$ cat src/rtl/nibble_fifo_pkg.sv
// Shared types and constants for the nibble FIFO front-end controller.
package nibble_fifo_pkg;

    localparam int NIBBLE_W   = 4;
    localparam int WORD_W     = 32;
    localparam int FIFO_DEPTH = 32;

    // Controller phases: accept writes, hold the FIFO flush, latch the flushed word.
    typedef enum logic [1:0] {
        IDLE    = 2'd0,
        FLUSH   = 2'd1,
        CAPTURE = 2'd2
    } state_t;

    // (a + b) mod n for operands already in range 0..n-1.
    function automatic int wrap_add(input int a, input int b, input int n);
        int s;
        s = a + b;
        return (s >= n) ? s - n : s;
    endfunction

endpackage

$ cat src/rtl/rr_arbiter.sv
// Round-robin one-hot arbiter. The search starts at the internal pointer and
// wraps. After a grant the pointer moves to the slot just past the grantee, so a
// requester that stays valid is served at least once every N grants.
module rr_arbiter
    import nibble_fifo_pkg::*;
#(
    parameter int N = 4
) (
    input  logic         clk,
    input  logic         reset,
    input  logic         enable,
    input  logic [N-1:0] valid,
    output logic [N-1:0] grant,
    output logic         found
);

    localparam int PW = (N > 1) ? $clog2(N) : 1;

    logic [PW-1:0] rr_ptr;
    logic [PW-1:0] grant_idx;
    logic [PW-1:0] next_ptr;

    // Find the first valid requester at or after rr_ptr, with wrap-around.
    always_comb begin
        // NOTE: every output of a combinational block gets a default first so no path leaves it unassigned, which would infer a latch.
        grant     = '0;
        found     = 1'b0;
        grant_idx = '0;
        for (int i = 0; i < N; i++) begin
            if (enable && !found && valid[PW'(wrap_add(int'(rr_ptr), i, N))]) begin
                found     = 1'b1;
                grant_idx = PW'(wrap_add(int'(rr_ptr), i, N));
            end
        end
        if (found) begin
            grant[grant_idx] = 1'b1;
        end
    end

    assign next_ptr = PW'(wrap_add(int'(grant_idx), 1, N));

    // The pointer advances past the grantee only when a grant actually happens.
    always_ff @(posedge clk or posedge reset) begin
        // NOTE: sequential state is written with non-blocking assignments so every flop samples pre-edge values.
        if (reset) begin
            rr_ptr <= '0;
        end else if (found) begin
            rr_ptr <= next_ptr;
        end
    end

endmodule

$ cat src/rtl/nibble_fifo_sched.sv
// Front-end controller for the 32-entry nibble FIFO. Arbitrates nibble producers
// onto the FIFO write port, sequences flushes (explicit or after WORD_NIBBLES
// accepted nibbles) and presents each flushed word with a one-cycle valid pulse.
module nibble_fifo_sched
    import nibble_fifo_pkg::*;
#(
    parameter int NUM_REQ      = 4,
    parameter int WORD_NIBBLES = 8,
    parameter int FLUSH_HOLD   = 2
) (
    input  logic                         clk,
    input  logic                         reset,
    input  logic [NUM_REQ-1:0]           req_valid_i,
    input  logic [NIBBLE_W*NUM_REQ-1:0]  req_data_i,
    output logic [NUM_REQ-1:0]           req_ready_o,
    input  logic                         flush_req_i,
    input  logic                         fifo_full_i,
    output logic                         fifo_wr_valid_o,
    output logic [NIBBLE_W-1:0]          fifo_wr_data_o,
    output logic                         fifo_flush_o,
    input  logic [WORD_W-1:0]            fifo_rd_data_i,
    output logic [WORD_W-1:0]            word_o,
    output logic                         word_valid_o,
    output logic                         busy_o
);

    localparam int CNT_W  = $clog2(WORD_NIBBLES + 1);
    localparam int HOLD_W = $clog2(FLUSH_HOLD);

    state_t            state, state_nxt;
    logic [HOLD_W-1:0] hold_cnt, hold_nxt;
    logic [CNT_W-1:0]  nib_cnt, nib_nxt;
    logic              pend, pend_nxt;
    logic              fl;
    logic              arb_en;
    logic              arb_found;

    // A flush wins over writes in IDLE: explicit request, a coalesced pending
    // request, or a full word's worth of accepted nibbles.
    assign fl = (state == IDLE) &&
                (flush_req_i || pend || (nib_cnt == CNT_W'(WORD_NIBBLES)));

    // Writes are offered only in IDLE, with no flush due and room in the FIFO.
    assign arb_en = (state == IDLE) && !fl && !fifo_full_i && !reset;

    rr_arbiter #(
        .N (NUM_REQ)
    ) u_arb (
        .clk    (clk),
        .reset  (reset),
        .enable (arb_en),
        .valid  (req_valid_i),
        .grant  (req_ready_o),
        .found  (arb_found)
    );

    assign fifo_wr_valid_o = arb_found;

    // Route the grantee's nibble onto the FIFO write port.
    always_comb begin
        fifo_wr_data_o = '0;
        for (int i = 0; i < NUM_REQ; i++) begin
            if (req_ready_o[i]) begin
                fifo_wr_data_o = req_data_i[i*NIBBLE_W +: NIBBLE_W];
            end
        end
    end

    // Next-state logic: phase sequencing, flush hold countdown, nibble count
    // and the single-deep pending flush flag.
    always_comb begin
        state_nxt = state;
        hold_nxt  = hold_cnt;
        nib_nxt   = nib_cnt;
        pend_nxt  = pend;
        case (state)
            IDLE: begin
                if (fl) begin
                    state_nxt = FLUSH;
                    hold_nxt  = HOLD_W'(FLUSH_HOLD - 1);
                    nib_nxt   = '0;
                    pend_nxt  = 1'b0;
                end else if (arb_found) begin
                    nib_nxt = nib_cnt + 1'b1;
                end
            end
            FLUSH: begin
                if (flush_req_i) begin
                    pend_nxt = 1'b1;
                end
                if (hold_cnt == '0) begin
                    state_nxt = CAPTURE;
                end else begin
                    hold_nxt = hold_cnt - 1'b1;
                end
            end
            CAPTURE: begin
                if (flush_req_i) begin
                    pend_nxt = 1'b1;
                end
                state_nxt = IDLE;
            end
            default: begin
                state_nxt = IDLE;
            end
        endcase
    end

    // Control state registers.
    always_ff @(posedge clk or posedge reset) begin
        if (reset) begin
            state    <= IDLE;
            hold_cnt <= '0;
            nib_cnt  <= '0;
            pend     <= 1'b0;
        end else begin
            state    <= state_nxt;
            hold_cnt <= hold_nxt;
            nib_cnt  <= nib_nxt;
            pend     <= pend_nxt;
        end
    end

    // Registered outputs: flush/busy follow the phase being entered, the word is
    // latched during CAPTURE and announced in the following cycle.
    always_ff @(posedge clk or posedge reset) begin
        // NOTE: word_o is a single output register, not storage, so it is reset like any other flop.
        if (reset) begin
            fifo_flush_o <= 1'b0;
            busy_o       <= 1'b0;
            word_valid_o <= 1'b0;
            word_o       <= '0;
        end else begin
            fifo_flush_o <= (state_nxt == FLUSH);
            busy_o       <= (state_nxt != IDLE);
            word_valid_o <= (state == CAPTURE);
            if (state == CAPTURE) begin
                word_o <= fifo_rd_data_i;
            end
        end
    end

endmodule
$ cat config.mk
export PLATFORM = sky130hd
export DESIGN_NAME = nibble_fifo_sched
export DESIGN_NICKNAME = d
export VERILOG_FILES = /design/src/rtl/nibble_fifo_pkg.sv /design/src/rtl/rr_arbiter.sv /design/src/rtl/nibble_fifo_sched.sv
export SDC_FILE = /design/constraint.sdc
export NUM_CORES = 1
export LEC_CHECK = 0
export CAP_MARGIN = 20
export CORE_UTILIZATION = 46
export DETAILED_ROUTE_END_ITERATION = 7
export HOLD_SLACK_MARGIN = 0.12
export PLACE_DENSITY_LB_ADDON = 0.15
export SLEW_MARGIN = 20
export SYNTH_ARGS = -nofsm -noshare
export SYNTH_HDL_FRONTEND = slang
export SYNTH_HIERARCHICAL = 1
export SYNTH_SLANG_ARGS = --single-unit
$ cat constraint.sdc
create_clock -name clk -period 9 [get_ports clk]
set_input_delay 1.8 -clock clk [delete_from_list [all_inputs] [get_ports clk]]
set_output_delay 1.8 -clock clk [all_outputs]
set_load 0.02 [all_outputs]
==> results.cfg, run 1 <==
[yosys]
synth_top_family_by_area = multiplexers
syn_nets = 267
synth_xor_area_share_pct = 0
synth_fa_ha_area_share_pct = 4.77
muxShareOfSynthArea_pct = 17.3
yosysSeqAreaShare_pct = 47.7
ys_warn_count = 6
synth_compound_area_share_pct = 14.4
syn_area_um2 = 2360
ys_ff_latch = 45
synthSimpleGateAreaFrac_pct = 10.3
post_synth.cell_area_avg_um2 = 11.7
synthCells = 202
synth_cell_types = 50

[detailed_routing]
wl_per_cell_um = 14.7
drt_pass1_iterations = 4
drtIter0Drc = 89
remaining_drc_errors = 0
wl_um = 5380
antenna_left = 0
dr_total_vias = 1921
drt-vias-per-instance = 5.25

[die]
num_io_pins = 100
dieArea_um2 = 5420
core_region_area_um2 = 4820
rows = 25
initial_core_util_pct = 49.0
die_h_um = 73.6
die_w_um = 73.6

[sta]
slew_violations = 0
hold_viol = 0
rsz0062_at_grt = no
setup_tns_ps = 0
finalCriticalPeriod_ps = 7760
max_freq_ghz = 0.129
fin_skew_ps = 5.46
setup_violations = 0
relSlewSlack_pct = 41.4
worst_pin_slew_ps = 877
fin_crit_sh_pct = 86.2
worst_slack_ps = 1240

[power]
power.switching_uw = 365
combPwrFrac_pct = 51.0
switching_share_pct = 35.4
power_frac_seq_pct = 33.8
cellInternalPower_uw = 667
p_leak_uw = 0.00142
ir_drop_mv = 0.177
power_density_nw_per_um2 = 297
power_uw = 1030
power_frac_clock_pct = 15.2

[placed_design]
gp_congestion = 0.930
io_buffers = 99
place_area_um2 = 3370
dp_hpwl_um = 4010
dp_worst_setup_slack_ps = 1270

[worst_setup_path]
worst-endpoint-required_ps = 7200
cp.arrival_ps = 5960
cp-start-kind = primary input
critPathKind = primary input to primary output
crit_fanout = 8
endpoint_kind = primary output

[final_layout]
drive_gt1_share_pct = 16.4
diodes = 0
layout.nets = 363
fin_area_um2 = 3480
areaGrowthSynthToFinish_pct = 47.6

[grt]
grt_pass1_wl_um = 8450
gr-total-overflow = 0
grt_usage_pct = 20.6
grt_start_max_net_pins = 44
antenna_found_initial = 0
grt_pass1_vias = 1812

[clocking]
cts_hold_buffers = 0
clkSinkCount = 45
root_buffer = clkbuf_8
clockBufferDepth = 2
clk_pin_slew_ps = 80
cts_buffers = 5
insertion_delay_ps = 290
cts_tree = done
htreeDepth = 2
postCtsSetupBuffers = 0
cts_resized = 0

[min_path]
hold_class = flop to flop

[run_status]
status = finished, final reports clean

[flow_run]
maxCapViolations = 0
routing by layer:
metal	track usage (%)	share of wire (%)	vias to the layer above
li1	-	-	927
met1	27.0	46	919
met2	33.8	48	67
met3	4.80	4.3	8
met4	6.20	1.6	0
met5	0	0	-
power groups by stage:
stage	clock network, uW	registers, uW	logic (uW)
global placement	0	348	522
detailed placement	0	354	530
global route	170	362	568
finish	157	349	527
CTS	160	349	532
floorplan	0	443	217
final cells by class:
| class | count | area [um2] |
|---|---|---|
| clock buffer | 7 | 86.3 |
| sequential | 45 | 1130 |
| multi-input combinational | 133 | 1100 |
| tap | 67 | 83.8 |
| inverter | 12 | 45.0 |
| clock inverter | 1 | 30.0 |
| timing repair buffer | 101 | 1010 |
| fill | 384 | 1340 |
critical path, stage by stage:
cell	delay [ps]
clkdlybuf4s50_1	430
or2_1	330
nor3b_4	330
nor3b_1	760
nand2_1	190
a21oi_1	210
o22ai_1	120
a31oi_1	240
ha_1	170
and2_1	140
nor2b_1	220
a221oi_1	110
o31ai_1	240
clkdlybuf4s50_1	640
layout by cell type (no fill, tap or decap), types with 6 or more instances in the layout:
master           netlist  layout
clkdlybuf4s50_1        0      99
dfrtp_1               45      45
mux2_2                33      33
inv_1                 12      11
a21oi_1                9       9
nor2b_1                9       9
nand2_1                9       9
ha_1                   9       9
o21ai_0                6       6
clkbuf_8               0       6
nor2_1                 6       6
cells in the mapped netlist (all sizes together):
| cell | count | area (um2) |
|---|---|---|
| a211o | 1 | 10.0 |
| a21bo | 1 | 10.0 |
| a21boi | 1 | 7.51 |
| a21o | 1 | 8.76 |
| a21oi | 9 | 45.0 |
| a221o | 1 | 10.0 |
| a221oi | 3 | 26.3 |
| a22o | 2 | 17.5 |
| a22oi | 2 | 20.0 |
| a2bb2oi | 1 | 8.76 |
| a31o | 1 | 8.76 |
| a31oi | 2 | 12.5 |
| a32o | 2 | 20.0 |
| a41o | 1 | 10.0 |
| a41oi | 1 | 8.76 |
| and2 | 4 | 25.0 |
| and3b | 1 | 8.76 |
| and4 | 1 | 8.76 |
| buf | 8 | 67.6 |
| clkbuf | 4 | 16.3 |
| dfrtp | 45 | 1130 |
| ha | 9 | 113 |
| inv | 12 | 45.0 |
| mux2 | 36 | 409 |
| nand2 | 9 | 33.8 |
| nand3 | 2 | 10.0 |
| nand3b | 1 | 7.51 |
| nor2 | 6 | 22.5 |
| nor2b | 9 | 56.3 |
| nor3 | 2 | 10.0 |
| nor3b | 2 | 26.3 |
| nor4 | 1 | 6.26 |
| nor4bb | 1 | 10.0 |
| o2111ai | 1 | 8.76 |
| o21ai | 6 | 30.0 |
| o22a | 1 | 8.76 |
| o22ai | 2 | 12.5 |
| o2bb2ai | 1 | 8.76 |
| o31ai | 5 | 37.5 |
| o41ai | 1 | 8.76 |
| or2 | 3 | 18.8 |
per-stage QoR:
| step | util (%) | cells | hold WS, ps |
|---|---|---|---|
| floorplan | - | 202 | 481 |
| global placement | 69.9 | 358 | 468 |
| detailed placement | 69.9 | 358 | 475 |
| CTS | 72.3 | 366 | 494 |
| global route | 72.3 | 366 | 527 |
| finish | 72.3 | 366 | 494 |
logic make-up (layout without fill, tap and decap cells):
logic type	after synthesis	after routing
multiplexers	36	36
AO/OA/AOI/OAI	46	46
adder cells (fa/ha/maj)	9	9
buffers and inverters	24	121
flip-flops	45	45
AND/OR/NAND/NOR	42	42
sequential cells by signal, indices dropped and copies added (netlist names):
register and count:
hold_cnt 1, state 2, fifo_flush_o 1, word_valid_o 1, pend 1, nib_cnt 4, busy_o 1, u_arb/rr_ptr 2
word_o 32
final timing paths:
kind / cells after the start / slack (ps) / endpoint / startpoint
max: 14 / 1240 / fifo_wr_data_o[3] / flush_req_i
min: 1 / 490 / word_o[0] / word_o[0]
max reg2reg: 9 / 5390 / nib_cnt[3] / state[1]
min reg2reg: 1 / 490 / word_o[0] / word_o[0]
max in group asynchronous: 3 / 6640 / word_o[21] / reset
min in group asynchronous: 2 / 1720 / u_arb/rr_ptr[1] / reset
No activity file was read; power rests on OpenSTA's default activity.
==> inputs of run 2 (changes only) <==
--- a/config.mk
+++ b/config.mk
@@ -5,7 +5,9 @@
 export SDC_FILE = /design/constraint.sdc
 export NUM_CORES = 1
 export LEC_CHECK = 0
+export ABC_CLOCK_PERIOD_IN_PS = 9000
 export CAP_MARGIN = 20
+export CORE_ASPECT_RATIO = 1.75
 export CORE_UTILIZATION = 46
 export DETAILED_ROUTE_END_ITERATION = 7
 export HOLD_SLACK_MARGIN = 0.12
==> results.cfg, run 2 (synthesis results as in run 1) <==
[grt]
antenna_found_initial = 0
grt_pass1_vias = 1965
gr-total-overflow = 0
grt_start_max_net_pins = 40
grt_pass1_wl_um = 8830
grt_usage_pct = 20.9

[clocking]
insertion_delay_ps = 290
clkSinkCount = 45
cts_hold_buffers = 0
cts_tree = done
postCtsSetupBuffers = 0
cts_buffers = 5
htreeDepth = 2
cts_resized = 0
root_buffer = clkbuf_8
clockBufferDepth = 2
clk_pin_slew_ps = 80

[sta]
finalCriticalPeriod_ps = 7640
timing.hold.ws_ps = 503
slew_violations = 0
setup_violations = 0
setup_tns_ps = 0
fin_skew_ps = 4.07
rsz0062_at_grt = no
fin_crit_sh_pct = 84.8
relSlewSlack_pct = 52.0
worst_pin_slew_ps = 719
max_freq_ghz = 0.131
hold_viol = 0

[detailed_routing]
drt_pass1_iterations = 4
drtIter0Drc = 38
wl_um = 5440
dr_total_vias = 1900
antenna_left = 0
drt-vias-per-instance = 5.40
wl_per_cell_um = 15.5
remaining_drc_errors = 0

[worst_setup_path]
cp.arrival_ps = 5840
endpoint_kind = primary output
crit_path_max_incr_delay_ps = 640
cp_slowest_cell = nor3b_1
crit_fanout = 8
critPathKind = primary input to primary output
path_cells = clkdlybuf4s50_1 > or2_1 > nor3b_4 > nor3b_1 > nand2_1 > a21oi_1 > o22ai_1 > a31oi_1 > ha_1 > and2_1 > nor2b_1 > a221oi_1 > o31ai_1 > clkdlybuf4s50_1
worstPathBufferInverterCount = 2
cp_common_cell = clkdlybuf4s50_1
worst-endpoint-required_ps = 7200
cp-start-kind = primary input
crit_family = simple AND/OR/NAND/NOR gates

[final_layout]
diodes = 0
most-common-layout-cells = clkdlybuf4s50_1 (99), dfrtp_1 (45), mux2_2 (33)
stdcell_count = 352
fillers = 409
layout_commonest_cell = clkdlybuf4s50_1
largest_reg_flops = 32
seq_area_um2 = 1130
regMostFlops = word_o
layout.nets = 363
largestRegisters = word_o (32), nib_cnt (4)
drive_gt1_share_pct = 16.4
areaGrowthSynthToFinish_pct = 46.3
multi_input_area_um2 = 1100

[power]
power.switching_uw = 366
switching_share_pct = 35.7
power_frac_seq_pct = 34.2
combPwrFrac_pct = 51.4
power_frac_clock_pct = 14.4
cellInternalPower_uw = 658
p_leak_uw = 0.00142
power_density_nw_per_um2 = 296
ir_drop_mv = 0.241

[placed_design]
gp_congestion = 0.791
dpl.cell_count = 345
io_buffers = 99
dp_hpwl_um = 4210

[die]
rows = 34
die_w_um = 56.1
dieArea_um2 = 5430
die_h_um = 96.8
core_region_area_um2 = 4930
initial_core_util_pct = 47.8
num_io_pins = 100

[run_status]
status = finished, final reports clean

[flow_run]
maxCapViolations = 0

[min_path]
hold_class = flop to flop
==> run 2: routing by layer <==
layer / GRT usage [%] / up-vias / part of all wire, %
li1: - / 918 / -
met1: 20.6 / 900 / 36
met2: 41.0 / 73 / 57
met3: 4.28 / 9 / 5.2
met4: 7.50 / 0 / 1.9
met5: 0 / - / 0
==> run 2: layout make-up <==
class / instances / share of cell area [%]
clock inverters: 2 / 1.01
repair buffers: 101 / 29.1
well taps: 54 / 1.96
multi-input cells: 133 / 32.0
flip-flops and latches: 45 / 32.6
clock buffers: 5 / 1.99
inverters: 12 / 1.30
==> run 2: path summary, 6_finish.rpt <==
check,start,end,slack [ps],cells after the start
worst max-delay path,flush_req_i,fifo_wr_data_o[2],1360,14
worst min-delay path,word_o[0],word_o[0],500,1
worst max register to register,state[1],nib_cnt[3],5640,9
worst min register to register,word_o[0],word_o[0],500,1
max in group asynchronous,reset,word_o[22],6490,3
min in group asynchronous,reset,u_arb/rr_ptr[0],1730,2
==> run 2: power groups by stage <==
stage	registers [uW]	clock network [uW]	logic, uW
final	350	147	526
after global routing	365	158	563
after CTS	351	153	533
after detailed placement	356	0	532
after global placement	349	0	522
after floorplan	443	0	217
==> run 2: worst reg2reg max path, cell delays in order, from the launching register on <==
cell and delay, ps:
dfrtp_1 430, inv_1 130, ha_1 390, nor3b_4 350
nor3b_1 640, inv_1 180, nor2_1 580, and4_1 300
o31ai_1 70, a22o_1 190
==> run 2: stage by stage <==
stage	setup slack, ps	area, um2	total power [uW]	utilization (%)
final	1360	3450	1020	70.0
after global routing	922	3450	1090	70.0
after CTS	1350	3450	1040	70.0
after detailed placement	1360	3350	888	67.9
after global placement	1450	3350	872	67.9
after floorplan	2530	2360	660	-
